<file path="config.mk">
export PLATFORM = sky130hd
export DESIGN_NAME = voice_mix
export DESIGN_NICKNAME = d
export VERILOG_FILES = /design/src/rtl/voice_mix_pkg.sv /design/src/rtl/voice_mix.sv
export SDC_FILE = /design/constraint.sdc
export NUM_CORES = 1
export LEC_CHECK = 0
export ABC_AREA = 1
export BUFFER_PORTS_ARGS = -buffer_cell sky130_fd_sc_hd__buf_2
export CORE_UTILIZATION = 60
export CTS_BUF_LIST = sky130_fd_sc_hd__clkbuf_16
export DETAILED_ROUTE_END_ITERATION = 16
export GPL_TIMING_DRIVEN = 0
export PLACE_DENSITY = 0.8
export SYNTH_ARGS = -nofsm -noshare
export SYNTH_HDL_FRONTEND = slang
export SYNTH_SLANG_ARGS = --single-unit
</file>
<file path="constraint.sdc">
create_clock -name clk -period 5.3 [get_ports clk]
set_input_delay 0.265 -clock clk [delete_from_list [all_inputs] [get_ports clk]]
set_output_delay 0.265 -clock clk [all_outputs]
set_load 0.01 [all_outputs]
</file>
<file path="src/rtl/voice_mix_pkg.sv">
// Shared constants and FSM encoding for the voice mixer.
package voice_mix_pkg;

  localparam int DATAWIDTH = 16;
  localparam int PWM_DEPTH = 12;
  localparam logic [15:0] SILENCE = 16'h8000;

  typedef enum logic [1:0] {
    ST_IDLE  = 2'd0,
    ST_ACC   = 2'd1,
    ST_SCALE = 2'd2,
    ST_OUT   = 2'd3
  } state_t;

endpackage

</file>
<file path="src/rtl/voice_mix.sv">
// Sequential voice mixer: on each tick, snapshots the voices, sums one per cycle,
// attenuates and saturates the sum, and emits an offset-binary PWM duty word.
module voice_mix #(
  parameter int NVOICE    = 4,
  parameter int PWM_DEPTH = voice_mix_pkg::PWM_DEPTH,
  parameter int DATAWIDTH = voice_mix_pkg::DATAWIDTH
) (
  input  logic                        clk,
  input  logic                        rst_n,
  input  logic                        tick,
  input  logic [NVOICE*DATAWIDTH-1:0] voice_in,
  input  logic [NVOICE-1:0]           voice_en,
  input  logic [2:0]                  master_vol,
  input  logic                        clip_clr,
  output logic [PWM_DEPTH-1:0]        dc_out,
  output logic                        dc_valid,
  output logic                        busy,
  output logic                        clip,
  output logic                        overrun,
  output logic [1:0]                  state_dbg
);
  import voice_mix_pkg::*;

  localparam int IDXW = (NVOICE > 1) ? $clog2(NVOICE) : 1;
  localparam int ACCW = DATAWIDTH + $clog2(NVOICE);
  localparam logic [IDXW-1:0] LAST_IDX = IDXW'(NVOICE - 1);
  localparam logic [DATAWIDTH-1:0] SIL = {1'b1, {(DATAWIDTH-1){1'b0}}};
  localparam logic [PWM_DEPTH-1:0] DC_MID = {1'b1, {(PWM_DEPTH-1){1'b0}}};
  localparam logic signed [ACCW-1:0] SAT_MAX = ACCW'((2 ** (DATAWIDTH - 1)) - 1);
  localparam logic signed [ACCW-1:0] SAT_MIN = ~SAT_MAX;

  state_t                        state_q, state_d;
  logic [NVOICE*DATAWIDTH-1:0]   voice_snap_q, voice_snap_d;
  logic [NVOICE-1:0]             en_snap_q, en_snap_d;
  logic [2:0]                    vol_snap_q, vol_snap_d;
  logic signed [ACCW-1:0]        acc_q, acc_d;
  logic [IDXW-1:0]               idx_q, idx_d;
  logic [DATAWIDTH-1:0]          sat_q, sat_d;
  logic [PWM_DEPTH-1:0]          dc_out_q, dc_out_d;
  logic                          dc_valid_q, dc_valid_d;
  logic                          clip_q, clip_d;
  logic                          overrun_q, overrun_d;

  logic signed [DATAWIDTH-1:0]   sample_s;
  logic signed [ACCW-1:0]        sample_ext;
  logic signed [ACCW-1:0]        shifted;
  logic [DATAWIDTH-1:0]          out_word;
  logic                          clip_set;
  logic                          overrun_set;

  always_comb begin
    state_d      = state_q;
    voice_snap_d = voice_snap_q;
    en_snap_d    = en_snap_q;
    vol_snap_d   = vol_snap_q;
    acc_d        = acc_q;
    idx_d        = idx_q;
    sat_d        = sat_q;
    dc_out_d     = dc_out_q;
    dc_valid_d   = 1'b0;
    clip_set     = 1'b0;
    overrun_set  = 1'b0;
    sample_s     = $signed(voice_snap_q[int'(idx_q)*DATAWIDTH +: DATAWIDTH] ^ SIL);
    sample_ext   = ACCW'(sample_s);
    shifted      = acc_q >>> vol_snap_q;
    out_word     = sat_q ^ SIL;

    case (state_q)
      ST_IDLE: begin
        if (tick) begin
          voice_snap_d = voice_in;
          en_snap_d    = voice_en;
          vol_snap_d   = master_vol;
          acc_d        = '0;
          idx_d        = '0;
          state_d      = ST_ACC;
        end
      end
      ST_ACC: begin
        if (en_snap_q[idx_q]) acc_d = acc_q + sample_ext;
        if (idx_q == LAST_IDX) state_d = ST_SCALE;
        else idx_d = idx_q + 1'b1;
      end
      ST_SCALE: begin
        if (shifted > SAT_MAX) begin
          sat_d    = SAT_MAX[DATAWIDTH-1:0];
          clip_set = 1'b1;
        end else if (shifted < SAT_MIN) begin
          sat_d    = SAT_MIN[DATAWIDTH-1:0];
          clip_set = 1'b1;
        end else begin
          sat_d = shifted[DATAWIDTH-1:0];
        end
        state_d = ST_OUT;
      end
      ST_OUT: begin
        dc_out_d   = out_word[DATAWIDTH-1 -: PWM_DEPTH];
        dc_valid_d = 1'b1;
        state_d    = ST_IDLE;
      end
      default: state_d = ST_IDLE;
    endcase

    // A tick that lands mid-mix is dropped; only the flag records it.
    if (tick && (state_q != ST_IDLE)) overrun_set = 1'b1;

    clip_d    = clip_set    ? 1'b1 : (clip_clr ? 1'b0 : clip_q);
    overrun_d = overrun_set ? 1'b1 : (clip_clr ? 1'b0 : overrun_q);
  end

  always_ff @(posedge clk or negedge rst_n) begin
    if (!rst_n) begin
      state_q      <= ST_IDLE;
      voice_snap_q <= '0;
      en_snap_q    <= '0;
      vol_snap_q   <= '0;
      acc_q        <= '0;
      idx_q        <= '0;
      sat_q        <= '0;
      dc_out_q     <= DC_MID;
      dc_valid_q   <= 1'b0;
      clip_q       <= 1'b0;
      overrun_q    <= 1'b0;
    end else begin
      state_q      <= state_d;
      voice_snap_q <= voice_snap_d;
      en_snap_q    <= en_snap_d;
      vol_snap_q   <= vol_snap_d;
      acc_q        <= acc_d;
      idx_q        <= idx_d;
      sat_q        <= sat_d;
      dc_out_q     <= dc_out_d;
      dc_valid_q   <= dc_valid_d;
      clip_q       <= clip_d;
      overrun_q    <= overrun_d;
    end
  end

  assign dc_out    = dc_out_q;
  assign dc_valid  = dc_valid_q;
  assign busy      = (state_q != ST_IDLE);
  assign clip      = clip_q;
  assign overrun   = overrun_q;
  assign state_dbg = state_q;

endmodule

</file>
**After elaboration in Yosys (flattened, before gate mapping)**

Index checks and enable logic that the tools add are counted.

- Add/sub/neg operators: 2
- Order comparisons: 3
- Eq/ne operators: 8
- Shift operators: 2
- Mux-type cells: 21
- Bitwise logic cells: 2
- Reduce and logical (&&, ||, !) cells: 10

Operators with widths:

| kind | number |
|---|---|
| indexed part select 64 x 7 -> 16 bit | 1 |
| 2-to-1 mux 18 bit | 2 |
| case mux 18 bit (2 select lines) | 1 |
| 2-to-1 mux 16 bit | 2 |
| adder 18 x 16 -> 18 bit | 1 |
| > comparator 18 x 16 -> 1 bit, second input constant | 1 |
| less-than comparator 18 x 16 -> 1 bit, second input constant | 1 |
| >>> shifter 18 x 3 -> 18 bit | 1 |
| 2-to-1 mux 1 bit | 9 |
| 2-to-1 mux 2 bit | 4 |
| != test 2 bit, second input constant | 4 |
| case mux 2 bit (4 select lines) | 1 |
| nonzero test 2 bit | 4 |
| == test 2 bit, second input constant | 3 |
| AND reduction 3 bit | 2 |
| case mux 2 bit (2 select lines) | 1 |
| AND reduction 2 bit | 2 |
| less-than comparator 2 x 3 -> 1 bit, second input constant | 1 |
| adder 2 x 1 -> 2 bit, second input constant | 1 |
| binary-select mux 1 bit (select 2 bit) | 1 |
| == test 2 x 1 -> 1 bit, second input constant | 1 |
| logical NOT 2 bit | 1 |
| NOT 1 bit | 2 |
| logical AND 1 bit | 1 |

- Register bits: 124
- Input bits: 75
- Output and inout port bits: 18
- Logic and storage cells: 59

**Longest topological paths before layout**

- Depth after elaboration: 6
- Mapped depth: 17
- Mapped depth without buffers: 15

**Worst setup path before layout**

OpenSTA, ideal clock, no wires.

- Path kind: reg-to-reg
- Start: register idx_q[0]
- End: register acc_q[10]
- Setup time: 0.117 ns
- Arrival: 2.517 ns
- Data required time: 5.183 ns
- Path slack: 2.666 ns
- Stages on the path, launching flop included: 17
- Buffers on the path: 2
- Period minus slack after synthesis: 2.634 ns
- Cells stage by stage: dfrtp_1 > buf_4 > inv_2 > clkbuf_1 > nor2_1 > o22ai_1 > ha_1 > inv_1 > fa_1 > o21ai_0 > nand2_1 > nand2_1 > nand2_1 > nand2_1 > nand2_1 > nand3_1 > nand2_1

- Word-level cells in the longest chain between the ends: 4
- Elaborated cells between the ends (all ways): 8
- Classes of those cells: add/sub: 1; eq/ne: 1; shift: 1; mux: 4; reduce/logical: 1

RTL lines:

| element | line | text |
|---|---|---|
| from (decl) | voice_mix.sv:37 | `logic [IDXW-1:0] idx_q, idx_d;` |
| from (signal assigned) | voice_mix.sv:130 | `idx_q <= idx_d;` |
| indexed part select 64 x 7 -> 16 bit / binary-select mux 1 bit (select 2 bit) (equally long branches) | voice_mix.sv:63, voice_mix.sv:80 |  |
| adder 18 x 16 -> 18 bit / 2-to-1 mux 1 bit (equally long branches) | voice_mix.sv:80 | `if (en_snap_q[idx_q]) acc_d = acc_q + sample_ext;` |
| 2-to-1 mux 18 bit / != test 2 bit (equally long branches) | - |  |
| case mux 18 bit (2 select lines) / AND reduction 3 bit (equally long branches) | - |  |
| to (signal assigned) | voice_mix.sv:117 | `acc_q <= '0;` |
| to (signal assigned) | voice_mix.sv:129 | `acc_q <= acc_d;` |
| to (decl) | voice_mix.sv:36 | `logic signed [ACCW-1:0] acc_q, acc_d;` |

Several ways; a longest one is shown, not always the timed one. The select of a mux whose other input is x is not followed.
A chain may end at the register's enable or synchronous reset.

**Worst setup path in the final report**

- Start: register idx_q[0]
- End: register acc_q[16]

- Word-level cells in the longest chain between the ends: 5
- Elaborated cells between the ends (all ways): 9
- Classes of those cells: add/sub: 1; eq/ne: 1; shift: 1; mux: 4; bitwise: 1; reduce/logical: 1

RTL lines:

| element | line | text |
|---|---|---|
| indexed part select 64 x 7 -> 16 bit | voice_mix.sv:63 | `sample_s = $signed(voice_snap_q[int'(idx_q)*DATAWIDTH +: DATAWIDTH] ^ SIL);` |
| NOT 1 bit (no line) | - |  |
| adder 18 x 16 -> 18 bit | voice_mix.sv:80 |  |
| 2-to-1 mux 18 bit | voice_mix.sv:80 |  |
| case mux 18 bit (2 select lines) | voice_mix.sv:68 | `case (state_q)` |

Several ways; a longest one is shown, not always the timed one. The select of a mux whose other input is x is not followed.

==> flow_metrics.env <==
export IMPL_outcome="finished clean"
export IMPL_overflow=0
export IMPL_powerDensity_mw_per_mm2=707.3
export IMPL_critical_path_class="reg -> reg"
export IMPL_drcViolationCount=0
export IMPL_worstReg2RegEnd="acc_q[16]"
export IMPL_max_cap_violations=0
export IMPL_start_util=0.6240
export IMPL_layout_drive_gt1_share=0.1758
export IMPL_ys_warn_count=0
export IMPL_fmax_mhz=269.9
export IMPL_drv_slew=0
export IMPL_finalCritPeriodShare=0.6990
export IMPL_die_w_um=105.9
export IMPL_internal_power_mw=3.062
export IMPL_dp_hpwl_mm=12.09
export IMPL_netlist_area_mm2=0.006471
export IMPL_worstSetupStartpointType="register"
export IMPL_report_final_setup_viol=0
export IMPL_slowest_stage="o21ai_0"
export IMPL_crit_top_cell="nand2_1"
export IMPL_synthSimpleGateAreaFrac=0.3094
export IMPL_reg2regPathDepth=16
export IMPL_htree_levels=4
export IMPL_grt_max_degree=76
export IMPL_synth_common_cells="369 x nand2_1, 119 x dfrtp_1, 62 x o21ai_0"
export IMPL_area_growth_syn_to_layout_pct=19.93
export IMPL_maxSlewHeadroom=0.5908
export IMPL_r2r_start="idx_q[0]"
export IMPL_place_congestion=0.9004
export IMPL_wl_per_cell_um=15.08
export IMPL_ant_nets=0
export IMPL_syn_nets=956
export IMPL_critPathTopFamily="compound AO/OA/AOI/OAI gates"
export IMPL_synth_xor_area_frac=0.006767
export IMPL_postRouteWirelength_mm=16.89
export IMPL_syn_avg_cell_area_um2=7.542
export IMPL_clock_power_share=0.220
export IMPL_ys_ff_latch=120
export IMPL_yosys_area_share_adder=0.04563
export IMPL_setup_ws_ns=1.596
export IMPL_synthMostInstantiatedCell="nand2_1"
export IMPL_cts_reportedPaths_clkPinSlew_ns=0.06
export IMPL_synth_top_family_by_area="simple AND/OR/NAND/NOR gates"
export IMPL_num_fill_cells=838
export IMPL_synth_edff_count=0
export IMPL_rsz0062_at_grt="no"
export IMPL_reg2reg_slack_ns=1.60
export IMPL_drtIter0Drc=452
export IMPL_cts_tree="done"
export IMPL_sw_frac_of_total=0.4422
export IMPL_clock_path_buffers=2
export IMPL_root_buffer="clkbuf_16"
export IMPL_design_area_mm2=0.007761
export IMPL_ff_latch_area_mm2=0.003004
export IMPL_hold_ws_ns=0.03755
export IMPL_antennaDiodeCount=0
export IMPL_track_usage=0.3286
export IMPL_cts_buffers=17
export IMPL_avgViaCountPerCell=5.459
export IMPL_clkLatencyLatePin_ns=0.41
export IMPL_dp_cells=1087
export IMPL_ys_seq_area_frac=0.4642
export IMPL_dr_pass1_iters=4
export IMPL_ys_top_cells_by_area="dfrtp_1 46%, nand2_1 21%, o21ai_0 4.8%"
export IMPL_power_total_mw=5.490
export IMPL_rows=37
export IMPL_post_route_util=0.7484
export IMPL_synth_top_cell_by_area="dfrtp_1"
export IMPL_numClockSinks=120
export IMPL_crit_path_end_kind="register"
export IMPL_finalNonFillerCells=1120
export IMPL_p_leak_nw=4.134
export IMPL_pwr_share_comb=0.484
export IMPL_synth_compound_area_frac=0.09841
export IMPL_vias=6114
export IMPL_ir_worst_vdd_v=0.0003043
export IMPL_synth_flop_cell="dfrtp_1"
export IMPL_p_switching_mw=2.427
export IMPL_cp_arrival_ns=4.00
export IMPL_antenna_found_initial=0
export IMPL_pwr_share_seq=0.296
export IMPL_cp_required_ns=5.60
export IMPL_pre_cts_ws_ns=1.819
export IMPL_cp_max_fo=10
export IMPL_path_depth=16
export IMPL_ys_async_sr_fraction=1.000
export IMPL_endpoint="acc_q[16]"
export IMPL_crit_chain="buf_4 > inv_2 > clkbuf_1 > nor2_1 > o22ai_1 > ha_1 > inv_1 > fa_1 > o21ai_0 > nand2_1 > nand2_1 > nand2_1 > nand2_1 > nand2_1 > nand3_1 > nand2_1"
export IMPL_grt_pass1_vias=6040
export IMPL_tns_ns=0
export IMPL_die_height_um=105.9
export IMPL_synth_mux_area_frac=0.02224
export IMPL_multi_input_area_mm2=0.003122
export IMPL_skew_ns=0.007033
export IMPL_nets=1069
export IMPL_num_io_pins=93
export IMPL_hold_class="in -> reg"
export IMPL_netlist_cell_type_count=37
export IMPL_synthCells=858
export IMPL_dpl_cell_area_mm2=0.007136
export IMPL_synth_top_area_frac=0.4602
export IMPL_finalHoldViolCount=0
export IMPL_crit_start="idx_q[0]"
export IMPL_fin_crit_ns=3.704
export IMPL_core_mm2=0.01037
export IMPL_dieArea_mm2=0.01120
export IMPL_numPortBuffers=92
export IMPL_path_buf_inv=4
export IMPL_grt_pass1_wl_mm=28.28
export IMPL_cts_resized_gates=0
export IMPL_max_stage_delay_ns=0.53
export IMPL_tightest_slew_ns=0.6074
per-layer routing:
layer	wire length (µm)	global-route usage	vias to the layer above
met5	0	0	-
met4	356	0.1141	0
met3	1002	0.06494	41
met2	8377	0.5612	223
met1	7157	0.4166	2880
li1	-	-	2970
power by group through the flow:
stage / clock (mW) / combinational (mW) / sequential [mW]
3_5_place_dp: 0 / 2.58 / 1.62
3_3_place_gp: 0 / 2.50 / 1.61
6_report: 1.21 / 2.66 / 1.62
2_1_floorplan: 0 / 1.93 / 1.56
5_1_grt: 1.25 / 2.99 / 1.66
4_1_cts: 1.21 / 2.63 / 1.61
worst min-delay path by stage:
stage | start | slack [ns] | depth (start not counted) | endpoint
floorplan | rst_n | -0.03 | 0 | acc_q[0]
CTS | voice_in[2] | 0.04 | 3 | voice_snap_q[2]
detailed placement | rst_n | 0.22 | 1 | acc_q[13]
global placement | sat_q[15] | 0.40 | 1 | dc_out[11]
global route | voice_in[7] | 0.05 | 3 | voice_snap_q[7]
finish | voice_in[50] | 0.04 | 3 | voice_snap_q[50]
cell type report:
type | count | share of cell area
plain buffers | 35 | 0.02128
repair buffers | 94 | 0.06497
flip-flops and latches | 120 | 0.3871
multi-input cells | 655 | 0.4022
well taps | 136 | 0.02192
clock buffers | 17 | 0.05481
clock inverters | 15 | 0.02450
inverters | 48 | 0.02321
logic make-up (layout without fill, tap and decap cells):
kind of cell	count (synthesis)	count (layout)
AOI/OAI and AO/OA	117	117
xor gates and xnor gates	5	5
muxes	13	13
buffers and inverters	83	209
adders and majority gates	23	23
DFF	120	120
and+or+nand+nor	497	497
sequential cells by signal, indices dropped and copies added (netlist names):
| signal | flops |
|---|---|
| dc_out | 12 |
| clip | 1 |
| acc_q | 18 |
| en_snap_q | 4 |
| overrun | 1 |
| idx_q | 2 |
| voice_snap_q | 64 |
| vol_snap_q | 3 |
| dc_valid | 1 |
| state_dbg | 2 |
| sat_q | 12 |
cells in the final DEF, fill, tap and decap left out, drive strengths merged, types with 2 or more instances in the layout:
| cell type | synthesis | final |
|---|---|---|
| clkbuf | 25 | 42 |
| nor2 | 61 | 61 |
| o211ai | 4 | 4 |
| clkinvlp | 0 | 4 |
| inv | 48 | 54 |
| xnor2 | 4 | 4 |
| clkinv | 0 | 2 |
| nand3b | 5 | 5 |
| ha | 22 | 22 |
| o21ai | 68 | 68 |
| buf | 10 | 103 |
| mux2 | 11 | 11 |
| mux2i | 2 | 2 |
| and2 | 2 | 2 |
| o22ai | 17 | 17 |
| a21oi | 25 | 25 |
| nand3 | 40 | 40 |
| or2 | 5 | 5 |
| nand2 | 381 | 381 |
| bufinv | 0 | 3 |
| dfrtp | 119 | 119 |
worst min-delay path, cell delays in order:
cell and delay, ns:
buf_2 0.07, nand2_1 0.04, nand2_1 0.04
repair_timing:
item	CTS	global route
setup buffers	0	0
endpoints found under the setup margin	0	0
hold endpoints to repair	44	0
hold buffers	1	0
Note: power is estimated with default switching activity, not from simulation.
